[src/rtl/period_meter.sv]
// period_meter: measures the period and high time of an asynchronous input
// in clk cycles. The result is held in a valid/ack register that reports
// dropped results (overrun) and a saturated period counter (ovf).
module period_meter #(
    parameter int BITS        = 16,
    parameter int SYNC_STAGES = 2
) (
    input  logic            clk,
    input  logic            reset,
    input  logic            en,
    input  logic            sig_in,
    input  logic            ack,
    output logic            valid,
    output logic [BITS-1:0] period,
    output logic [BITS-1:0] high_time,
    output logic            ovf,
    output logic            overrun,
    output logic            no_signal
);

    localparam logic [0:0] ST_IDLE    = 1'b0;
    localparam logic [0:0] ST_MEASURE = 1'b1;

    localparam logic [BITS-1:0] CNT_MAX = {BITS{1'b1}};
    localparam logic [BITS-1:0] CNT_ONE = {{(BITS-1){1'b0}}, 1'b1};

    logic [SYNC_STAGES-1:0] sync;
    logic                   s;
    logic                   prev;
    logic                   rise;
    logic                   fall;
    logic [0:0]             state;
    logic [BITS-1:0]        cnt;
    logic [BITS-1:0]        cnt_inc;
    logic [BITS-1:0]        hi_hold;
    logic                   capture;

    assign s       = sync[SYNC_STAGES-1];
    assign rise    = s & ~prev;
    assign fall    = ~s & prev;
    // The counter sticks at its maximum instead of wrapping, so a missing
    // edge reads as "at least this long" rather than a short bogus period.
    assign cnt_inc = (cnt == CNT_MAX) ? cnt : cnt + CNT_ONE;
    assign capture = (state == ST_MEASURE) && en && rise;

    // Synchronizer chain and edge-detect delay flop for sig_in.
    // NOTE: sequential state uses non-blocking (<=) so every flop samples
    // the pre-edge value of its neighbours, exactly like real hardware.
    always_ff @(posedge clk or posedge reset) begin
        if (reset) begin
            sync <= '0;
            prev <= 1'b0;
        end else begin
            sync <= {sync[SYNC_STAGES-2:0], sig_in};
            prev <= s;
        end
    end

    // Measurement FSM: cycle counter, high-time hold and no_signal flag.
    always_ff @(posedge clk or posedge reset) begin
        if (reset) begin
            state     <= ST_IDLE;
            cnt       <= '0;
            hi_hold   <= '0;
            no_signal <= 1'b0;
        end else if (!en) begin
            // Disabling throws away any partial measurement.
            state     <= ST_IDLE;
            cnt       <= '0;
            no_signal <= 1'b0;
        end else begin
            case (state)
                ST_IDLE: begin
                    if (rise) begin
                        state <= ST_MEASURE;
                        cnt   <= CNT_ONE;
                    end
                end
                default: begin
                    if (rise) begin
                        cnt       <= CNT_ONE;
                        no_signal <= 1'b0;
                    end else begin
                        cnt <= cnt_inc;
                        if (cnt_inc == CNT_MAX) begin
                            no_signal <= 1'b1;
                        end
                    end
                    // cnt already equals the cycles elapsed since the rise.
                    if (fall) begin
                        hi_hold <= cnt;
                    end
                end
            endcase
        end
    end

    // Result register with valid/ack handshake and sticky overrun.
    always_ff @(posedge clk or posedge reset) begin
        if (reset) begin
            valid     <= 1'b0;
            period    <= '0;
            high_time <= '0;
            ovf       <= 1'b0;
            overrun   <= 1'b0;
        end else if (capture) begin
            if (!valid || ack) begin
                valid     <= 1'b1;
                period    <= cnt;
                high_time <= hi_hold;
                ovf       <= (cnt == CNT_MAX);
                if (valid) begin
                    overrun <= 1'b0;
                end
            end else begin
                // Consumer still holds the old result: keep it, flag the loss.
                overrun <= 1'b1;
            end
        end else if (valid && ack) begin
            valid   <= 1'b0;
            overrun <= 1'b0;
        end
    end

endmodule

[config.mk]
export PLATFORM = sky130hd
export DESIGN_NAME = period_meter
export DESIGN_NICKNAME = d
export VERILOG_FILES = /design/src/rtl/period_meter.sv
export SDC_FILE = /design/constraint.sdc
export NUM_CORES = 1
export LEC_CHECK = 0
export CAP_MARGIN = 20
export CORE_MARGIN = 10
export CORE_UTILIZATION = 50
export DETAILED_ROUTE_END_ITERATION = 8
export PLACE_DENSITY = 0.8
export SYNTH_ARGS = -nofsm -noshare
export SYNTH_HDL_FRONTEND = slang
export SYNTH_SLANG_ARGS = --single-unit
[constraint.sdc]
create_clock -name clk -period 2 [get_ports clk]
set_clock_uncertainty 0.05 [all_clocks]
set_input_delay 0.2 -clock clk [delete_from_list [all_inputs] [get_ports clk]]
set_output_delay 0.2 -clock clk [all_outputs]
set_load 0.01 [all_outputs]
==> results.py, run 1 <==
metrics = {
    "pwr": {
        "peakVddDrop_uv": 356.5,
        "total_leakage_power_nw": 1.913,
        "finalPower_mw": 3.003,
        "powerDensity_nw_per_um2": 716.3,
    },
    "detailed_routing": {
        "vias_per_cell": 5.760,
        "drt_iter0_markers": 199,
        "dr.pass1.iters": 4,
        "wl_per_cell_um": 17.12,
        "wirelength_um": 7137,
        "ant_nets": 0,
        "dr_total_vias": 2402,
        "drc_errors": 0,
    },
    "clock_tree": {
        "hold_buffers": 0,
        "postCtsSetupRepairBufs": 0,
        "clkLatencyLatePin_ps": 350,
        "h-tree-depth": 3,
        "clockRootBuffer": "clkbuf_8",
        "cts_inserted_buffers": 9,
        "numClockSinks": 72,
        "clk_path_buf_depth": 2,
        "tritoncts": "yes",
        "cts-resized-gates": 0,
        "clkSlewWorstSetupHoldPaths_ps": 80,
    },
    "synthesis": {
        "synth_area_um2": 3353,
        "synth_warnings": 0,
        "synth_top_area_share_pct": 53.73,
        "syn_avg_cell_area_um2": 12.02,
        "yosysSeqAreaShare_pct": 53.73,
        "synth.largest_area_cell": "dfrtp_1",
        "synth_cells": 279,
        "syn-num-nets": 285,
        "synthSimpleGateAreaFrac_pct": 12.01,
        "synth_xor_area_share_pct": 2.351,
        "synth-edff-count": 0,
        "netlist-cell-type-count": 48,
        "synth_compound_area_share_pct": 10.00,
        "synth_flop_cell": "dfrtp_1",
        "async_flop_share_pct": 100.0,
        "synth_top_family_by_area": "multiplexers",
        "ys_ff_latch": 72,
        "synth.mux.area_fraction_pct": 16.01,
        "synth_fa_ha_area_share_pct": 0.3731,
        "synth_area_leaders": "dfrtp_1, mux2_2, mux2_1",
    },
    "sta": {
        "min_period_over_period_pct": 91.95,
        "worst_slew_pin_slew_ps": 416.3,
        "fmax_mhz": 543.8,
        "rsz0062_at_grt": "false",
        "setup_viol": 0,
        "hold_viol_final": 0,
        "drv_slew": 0,
        "slew_headroom_pct": 72.04,
        "fin_setup_tns_ps": 0,
        "min_period_ps": 1839,
    },
    "worst_setup_path": {
        "cp_data_required_time_ps": 2230,
        "critPathSlowestCell": "or4_1",
        "cp_max_fo": 8,
        "critPathArrivalTime_ps": 2070,
        "worst_path_largest_cell_delay_ps": 400,
        "startpoint_type": "register",
        "crit_type": "reg2reg",
        "cp_cell_sequence": "ha_1 -> and3_1 -> nand4_4 -> o21ai_2 -> or4_1 -> a21oi_1",
        "r2r_slack_ps": 160,
        "cp-end-kind": "register",
    },
    "place": {
        "gp_congestion": 0.9507,
        "placed_cell_area_um2": 3948,
        "dp_hpwl_um": 5107,
        "io_buffers": 40,
    },
    "global_routing": {
        "grt_pass1_vias": 2411,
        "overflow": 0,
        "antenna_found_initial": 0,
        "grt_use_total_pct": 14.71,
        "grt_pass1_wl_um": 11970,
        "grt_max_degree": 73,
    },
    "layout": {
        "layout-drive-gt1-share_pct": 26.18,
        "design_area_um2": 4193,
        "area_growth_syn_to_layout_pct": 25.04,
        "fin_nets": 341,
        "antenna_cells": 0,
        "n_fill_cell": 497,
        "final_util_pct": 65.28,
    },
    "run": {
        "drv_cap": 0,
    },
    "floorplanning": {
        "start_util_pct": 52.21,
        "die-area_um2": 10380,
        "io_pins": 41,
        "die_h_um": 101.9,
        "core_area_um2": 6422,
        "die_w_um": 101.9,
        "rows": 29,
    },
    "min_path": {
        "min_path_type": "in2async",
    },
    "run_status": {
        "status": "finished clean",
    },
}
## layout by cell type (no fill, tap or decap), types with 2 or more instances in the layout
cell	instances
a211oi_1	3
a21boi_0	3
a21oi_1	11
a31oi_1	7
and2_1	3
and3_2	2
and4_1	2
buf_12	4
buf_4	22
bufinv_16	2
clkbuf_8	12
clkdlybuf4s50_1	40
dfrtp_1	72
inv_1	8
mux2_1	10
mux2_2	35
mux2i_1	3
nand2_1	15
nand2b_1	3
nand3_1	9
nand3b_1	2
nand4_1	5
nor2_1	14
nor2b_1	2
nor3_1	4
o2111ai_1	4
o211ai_1	2
o21ai_0	8
o22ai_1	2
o31ai_1	2
xnor2_1	6
xor2_1	3
## final cells by class
cell class | instances | area, um^2 | area share, %
Inverter | 9 | 37.54 | 0.8953
Sequential cell | 72 | 1802 | 42.97
Tap cell | 77 | 96.34 | 2.298
Clock buffer | 12 | 165.2 | 3.939
Timing Repair Buffer | 66 | 645.6 | 15.40
Multi-Input combinational cell | 177 | 1373 | 32.74
Clock inverter | 4 | 73.82 | 1.761
## metrics by stage
step	setup WS (ps)	hold slack [ps]	cells
after CTS	129.3	221.9	417
after global placement	157.1	282.4	401
after detailed placement	115.4	285.8	401
final	161.1	213.0	417
after floorplan	210.2	181.4	279
after global routing	24.02	230.9	417
## path summary, 6_finish.rpt
| kind | startpoint | end | cells after the start |
|---|---|---|---|
| worst max-delay path | cnt[0] | cnt[9] | 6 |
| worst min-delay path | reset | high_time[15] | 3 |
| worst max register to register | cnt[0] | cnt[9] | 6 |
| worst min register to register | sync[0] | sync[1] | 0 |
| max in group asynchronous | reset | ovf | 3 |
| min in group clk | sig_in | sync[0] | 1 |
## critical path: cells and delay by family (launching register included)
kind,cells,cell delay [ps]
DFF,1,380
AOI/OAI and AO/OA,2,270
adders and majority gates,1,230
and+or+nand+nor,3,840
## flip-flops by register name, summed over array words and instances, names as in the netlist, 2 cells and up
signal,cells
high_time,16
hi_hold,16
cnt,16
period,16
sync,2
## power breakdown
group          leakage [nW]  switching (mW)  total [mW]  internal [mW]
combinational         0.795          0.0900       0.162         0.0723
sequential            0.995          0.0126        1.49           1.48
clock                 0.123           0.542        1.35          0.807
total                  1.91           0.645        3.00           2.36
## synthesized netlist by cell type, types with 2 or more instances
| cell | count |
|---|---|
| dfrtp_1 | 72 |
| mux2_2 | 35 |
| nand2_1 | 15 |
| nor2_1 | 14 |
| a21oi_1 | 11 |
| mux2_1 | 10 |
| inv_1 | 9 |
| nand3_1 | 9 |
| o21ai_0 | 8 |
| a31oi_1 | 7 |
| buf_2 | 7 |
| buf_6 | 6 |
| xnor2_1 | 6 |
| buf_4 | 5 |
| nand4_1 | 5 |
| nor3_1 | 4 |
| o2111ai_1 | 4 |
| a211oi_1 | 3 |
| a21boi_0 | 3 |
| and2_1 | 3 |
| clkbuf_1 | 3 |
| mux2i_1 | 3 |
| nand2b_1 | 3 |
| xor2_1 | 3 |
| and3_2 | 2 |
| and4_1 | 2 |
| nand3b_1 | 2 |
| nor2b_1 | 2 |
| o211ai_1 | 2 |
| o22ai_1 | 2 |
| o31ai_1 | 2 |
## metal layers
layer | vias to the layer above | track usage [%] | part of all wire [%]
li1 | 1119 | - | -
met1 | 1195 | 18.96 | 43
met2 | 73 | 22.42 | 49
met3 | 15 | 3.711 | 6.0
met4 | 0 | 7.809 | 2.6
met5 | - | 0 | 0
## cells by family (layout without fill, tap and decap cells)
family / after synthesis / after routing
flip-flops: 72 / 72
AND/OR/NAND/NOR: 70 / 70
AO/OA/AOI/OAI: 49 / 49
multiplexers: 48 / 48
buffers and inverters: 30 / 91
XOR/XNOR: 9 / 9
adder cells (fa/ha/maj): 1 / 1
Power figures use the tool's default switching activity.
==> run 2: changes to the inputs <==
CELL_PAD_IN_SITES_DETAIL_PLACEMENT = 0   (was not set)
CELL_PAD_IN_SITES_GLOBAL_PLACEMENT = 1   (was not set)
CORE_UTILIZATION = 40   (was 50)
PLACE_DENSITY = 0.79   (was 0.8)
==> run 2 against run 1 <==
  * Non-clock buffer count rose by 13
  * Utilization is 13 points lower
  * Critical path depth unchanged
  * Total power is 1.5% lower
  * Register-to-register slack got worse by 50 ps
  * Worst hold slack improved by 31 ps
  * Sequential share of layout area shrank 1.2 points
  * Global-route usage fell by 1.8 points
  * Count of clock-buffer cells in the layout down 1
  * Largest cell class unchanged
==> results.py, run 2 (synthesis results as in run 1) <==
metrics = {
    "worst_setup_path": {
        "crit_type": "reg2reg",
        "worst_path_largest_cell_delay_ps": 420,
        "reg2regPathDepth": 6,
        "cpLargestDelayFamily": "simple AND/OR/NAND/NOR gates",
        "cp_data_required_time_ps": 2220,
        "critPathSlowestCell": "or4_1",
        "path_buf_inv": 0,
        "cp-end-kind": "register",
        "worst-path-stages": 6,
        "cp_max_fo": 8,
        "startpoint_type": "register",
        "critPathArrivalTime_ps": 2100,
        "cp_cell_sequence": "ha_1 -> and3_2 -> nand4_4 -> o21ai_2 -> or4_1 -> a21oi_1",
    },
    "sta": {
        "worst_slew_pin_slew_ps": 398.4,
        "setup_viol": 0,
        "hold_viol_final": 0,
        "min_period_over_period_pct": 94.32,
        "min_period_ps": 1886,
        "drv_slew": 0,
        "fmax_mhz": 530.1,
        "rsz0062_at_grt": "false",
        "fin_setup_tns_ps": 0,
        "slew_headroom_pct": 73.24,
    },
    "global_routing": {
        "antenna_found_initial": 0,
        "grt_use_total_pct": 12.92,
        "overflow": 0,
        "grt_max_degree": 73,
        "grt_pass1_wl_um": 13230,
        "grt_pass1_vias": 2444,
    },
    "clock_tree": {
        "clkLatencyLatePin_ps": 340,
        "tritoncts": "yes",
        "cts_inserted_buffers": 9,
        "clockRootBuffer": "clkbuf_8",
        "clkSlewWorstSetupHoldPaths_ps": 80,
        "clk_path_buf_depth": 2,
        "numClockSinks": 72,
        "h-tree-depth": 3,
    },
    "detailed_routing": {
        "dr_total_vias": 2414,
        "dr.pass1.iters": 5,
        "wl_per_cell_um": 16.99,
        "drc_errors": 0,
        "wirelength_um": 7780,
        "drt_iter0_markers": 139,
        "vias_per_cell": 5.271,
        "ant_nets": 0,
    },
    "layout": {
        "layout_commonest_cell": "dfrtp_1",
        "area_growth_syn_to_layout_pct": 28.58,
        "antenna_cells": 0,
        "final_util_pct": 52.74,
        "fin_nets": 354,
        "layout-drive-gt1-share_pct": 28.90,
        "layout_common_cells": "dfrtp_1, clkdlybuf4s50_1, mux2_2, buf_4, nand2_1",
    },
    "place": {
        "gp_congestion": 0.9248,
        "dp_hpwl_um": 5614,
        "io_buffers": 40,
    },
    "min_path": {
        "min_path_type": "in2reg",
        "min_path_cells": 1,
    },
    "pwr": {
        "peakVddDrop_uv": 441.4,
        "finalPower_mw": 2.957,
        "total_leakage_power_nw": 1.979,
        "powerDensity_nw_per_um2": 685.8,
    },
    "floorplanning": {
        "rows": 33,
        "io_pins": 41,
        "start_util_pct": 41.02,
        "die_w_um": 111.6,
        "die_h_um": 111.6,
        "die-area_um2": 12450,
        "core_area_um2": 8175,
    },
    "run_status": {
        "status": "finished clean",
    },
    "run": {
        "drv_cap": 0,
    },
}
-- run 2: layout make-up --
type / count / area, um^2
Tap cell: 105 / 131.4
Timing Repair Buffer: 79 / 743.2
Clock buffer: 11 / 151.4
Inverter: 9 / 37.54
Sequential cell: 72 / 1802
Clock inverter: 5 / 78.83
Multi-Input combinational cell: 177 / 1368
Fill cell: 746 / 3864
-- run 2: per-layer routing --
| layer | vias up | global-route usage (%) | part of all wire, % |
|---|---|---|---|
| li1 | 1140 | - | - |
| met1 | 1185 | 17.40 | 48 |
| met2 | 77 | 18.52 | 43 |
| met3 | 12 | 4.026 | 6.9 |
| met4 | 0 | 5.741 | 1.7 |
| met5 | - | 0 | 0 |
-- run 2: path summary, 6_finish.rpt --
kind	from	to	slack (ps)
worst min-delay path	sig_in	sync[0]	240
worst max-delay path	cnt[0]	cnt[9]	110
worst min register to register	sync[0]	sync[1]	300
min in group asynchronous	reset	hi_hold[3]	260
max in group asynchronous	reset	period[10]	1340
worst max register to register	cnt[0]	cnt[9]	110
-- run 2: report_power, final --
part | internal (mW) | switching [mW] | total, mW
clock | 0.768 | 0.532 | 1.30
combinational | 0.0722 | 0.0928 | 0.165
sequential | 1.48 | 0.0125 | 1.49
-- run 2: per-stage QoR --
| stage | hold slack (ps) | instances | instance area [um^2] | setup slack, ps |
|---|---|---|---|---|
| after floorplan | 181.4 | 279 | 3357 | 210.2 |
| after global placement | 289.5 | 441 | 4073 | 67.77 |
| after detailed placement | 291.1 | 441 | 4073 | 53.51 |
| after CTS | 224.9 | 457 | 4303 | 75.82 |
| after global routing | 225.0 | 458 | 4312 | 5.117 |
| final | 243.9 | 458 | 4312 | 113.6 |
-- run 2: what timing repair did --
action / in CTS / in global routing
endpoints found under the setup margin: 0 / 4
buffers inserted: 0 / 1
hold buffers: 0 / 0
gates resized for setup: 0 / 1
==> run 3: changes to the inputs <==
CORE_MARGIN = not set   (was 10)
==> run 3 against run 2 <==
  * First-iteration DRC count rose by 48%
  * Register-to-register slack barely moved
  * Fmax rose by 0.28%
  * Sequential cell count did not move
  * Global-route usage rose by 6.6 points
  * Combinational power rose by 4%
  * Die area fell by 30%
  * Non-clock buffer count rose by 3
  * Clock power fell by 12%
  * Via count rose by 1.8%
  * Design area rose by 0.55%
  * Largest cell class unchanged
==> results.py, run 3 (synthesis results as in run 1) <==
metrics = {
    "sta": {
        "fmax_mhz": 531.6,
        "drv_slew": 0,
        "fin_setup_tns_ps": 0,
        "min_period_over_period_pct": 94.06,
        "hold_viol_final": 0,
        "slew_headroom_pct": 61.69,
        "fin_hold_ws_ps": 222.5,
        "min_period_ps": 1881,
        "worst_slew_pin_slew_ps": 573.5,
        "setup_viol": 0,
        "rsz0062_at_grt": "false",
    },
    "global_routing": {
        "grt_pass1_wl_um": 12810,
        "grt_pass1_vias": 2476,
        "grt_max_degree": 27,
        "grt_use_total_pct": 19.49,
        "overflow": 0,
        "antenna_found_initial": 0,
    },
    "worst_setup_path": {
        "cp_cell_sequence": "ha_1 -> buf_4 -> and3_4 -> nand4_4 -> o21ai_2 -> or4_1 -> a21oi_2",
        "crit_type": "reg2reg",
        "cp-end-kind": "register",
        "critPathArrivalTime_ps": 2100,
        "cp_data_required_time_ps": 2220,
        "critPathSlowestCell": "or4_1",
        "r2r_slack_ps": 120,
        "worst_path_largest_cell_delay_ps": 430,
        "startpoint_type": "register",
        "cp_max_fo": 8,
    },
    "layout": {
        "multi_input_area_um2": 1396,
        "layout-drive-gt1-share_pct": 30.62,
        "layout_common_cells": "dfrtp_1, clkdlybuf4s50_1, buf_4, mux2_2, nand2_1",
        "area_growth_syn_to_layout_pct": 29.29,
        "fin_nets": 357,
        "layout_commonest_cell": "dfrtp_1",
        "antenna_cells": 0,
        "n_fill_cell": 726,
        "regArea_um2": 1805,
    },
    "clock_tree": {
        "clk_path_buf_depth": 2,
        "clkLatencyLatePin_ps": 340,
        "clkSlewWorstSetupHoldPaths_ps": 70,
        "tritoncts": "yes",
        "cts_inserted_buffers": 9,
        "numClockSinks": 72,
        "clockRootBuffer": "clkbuf_8",
        "h-tree-depth": 3,
        "hold_buffers": 0,
    },
    "run": {
        "drv_cap": 0,
    },
    "detailed_routing": {
        "drt_iter0_markers": 206,
        "vias_per_cell": 5.332,
        "dr.pass1.iters": 4,
        "drc_errors": 0,
        "ant_nets": 0,
        "wirelength_um": 7546,
        "wl_per_cell_um": 16.37,
        "dr_total_vias": 2458,
    },
    "floorplanning": {
        "die-area_um2": 8753,
        "start_util_pct": 41.02,
        "die_w_um": 93.56,
        "io_pins": 41,
        "core_area_um2": 8175,
        "rows": 33,
        "die_h_um": 93.56,
    },
    "run_status": {
        "status": "finished clean",
    },
    "pwr": {
        "finalPower_mw": 2.815,
        "peakVddDrop_uv": 348.4,
        "powerDensity_nw_per_um2": 649.4,
        "total_leakage_power_nw": 1.970,
    },
    "place": {
        "gp_congestion": 0.9780,
        "dp_hpwl_um": 5659,
        "io_buffers": 40,
    },
    "min_path": {
        "min_path_type": "in2async",
    },
}
## run 3: final cells by class
class	count	share of cell area (%)
Clock buffer	13	3.665
Sequential cell	72	41.64
Clock inverter	3	0.9235
Tap cell	105	3.030
Inverter	9	0.8658
Timing Repair Buffer	82	17.66
Multi-Input combinational cell	177	32.21
## run 3: what timing repair did
action,CTS,global route
buffers inserted,0,1
gates resized for setup,0,9
setup endpoints to repair,0,3
## run 3: through the flow
step,std cells,worst slack (ps),area (um^2),utilization (%)
6_report,461,118.9,4335,53.03
5_1_grt,461,2.114,4335,53.03
4_1_cts,460,24.62,4294,52.53
3_5_place_dp,444,50.32,4095,50.09
3_3_place_gp,444,75.73,4095,50.09
2_1_floorplan,279,210.2,3357,-
## run 3: per-layer routing
metal	global-route usage [%]	vias up	wire length, um
met3	2.764	13	372
met2	28.00	76	3389
met1	28.88	1219	3619
met4	9.103	0	163
met5	0	-	0
li1	-	1150	-
## run 3: critical path: cells and delay by family, from the launching register on
family	cells	cell delay, ps
AO/OA/AOI/OAI	2	250
adder cells (fa/ha/maj)	1	220
buffers and inverters	1	140
flip-flops	1	390
AND/OR/NAND/NOR	3	760
## run 3: worst paths after layout
| check | endpoint | from | depth (start not counted) |
|---|---|---|---|
| max in group asynchronous | cnt[9] | reset | 3 |
| hold reg to reg | sync[1] | sync[0] | 0 |
| hold / removal | high_time[10] | reset | 2 |
| setup / recovery | cnt[9] | cnt[0] | 7 |
| min in group clk | sync[0] | sig_in | 1 |
| setup reg to reg | cnt[9] | cnt[0] | 7 |
## run 3: where the power goes
part	switching, mW	internal [mW]
clock network	0.509	0.642
registers	0.0141	1.48
logic	0.0948	0.0760
total	0.618	2.20
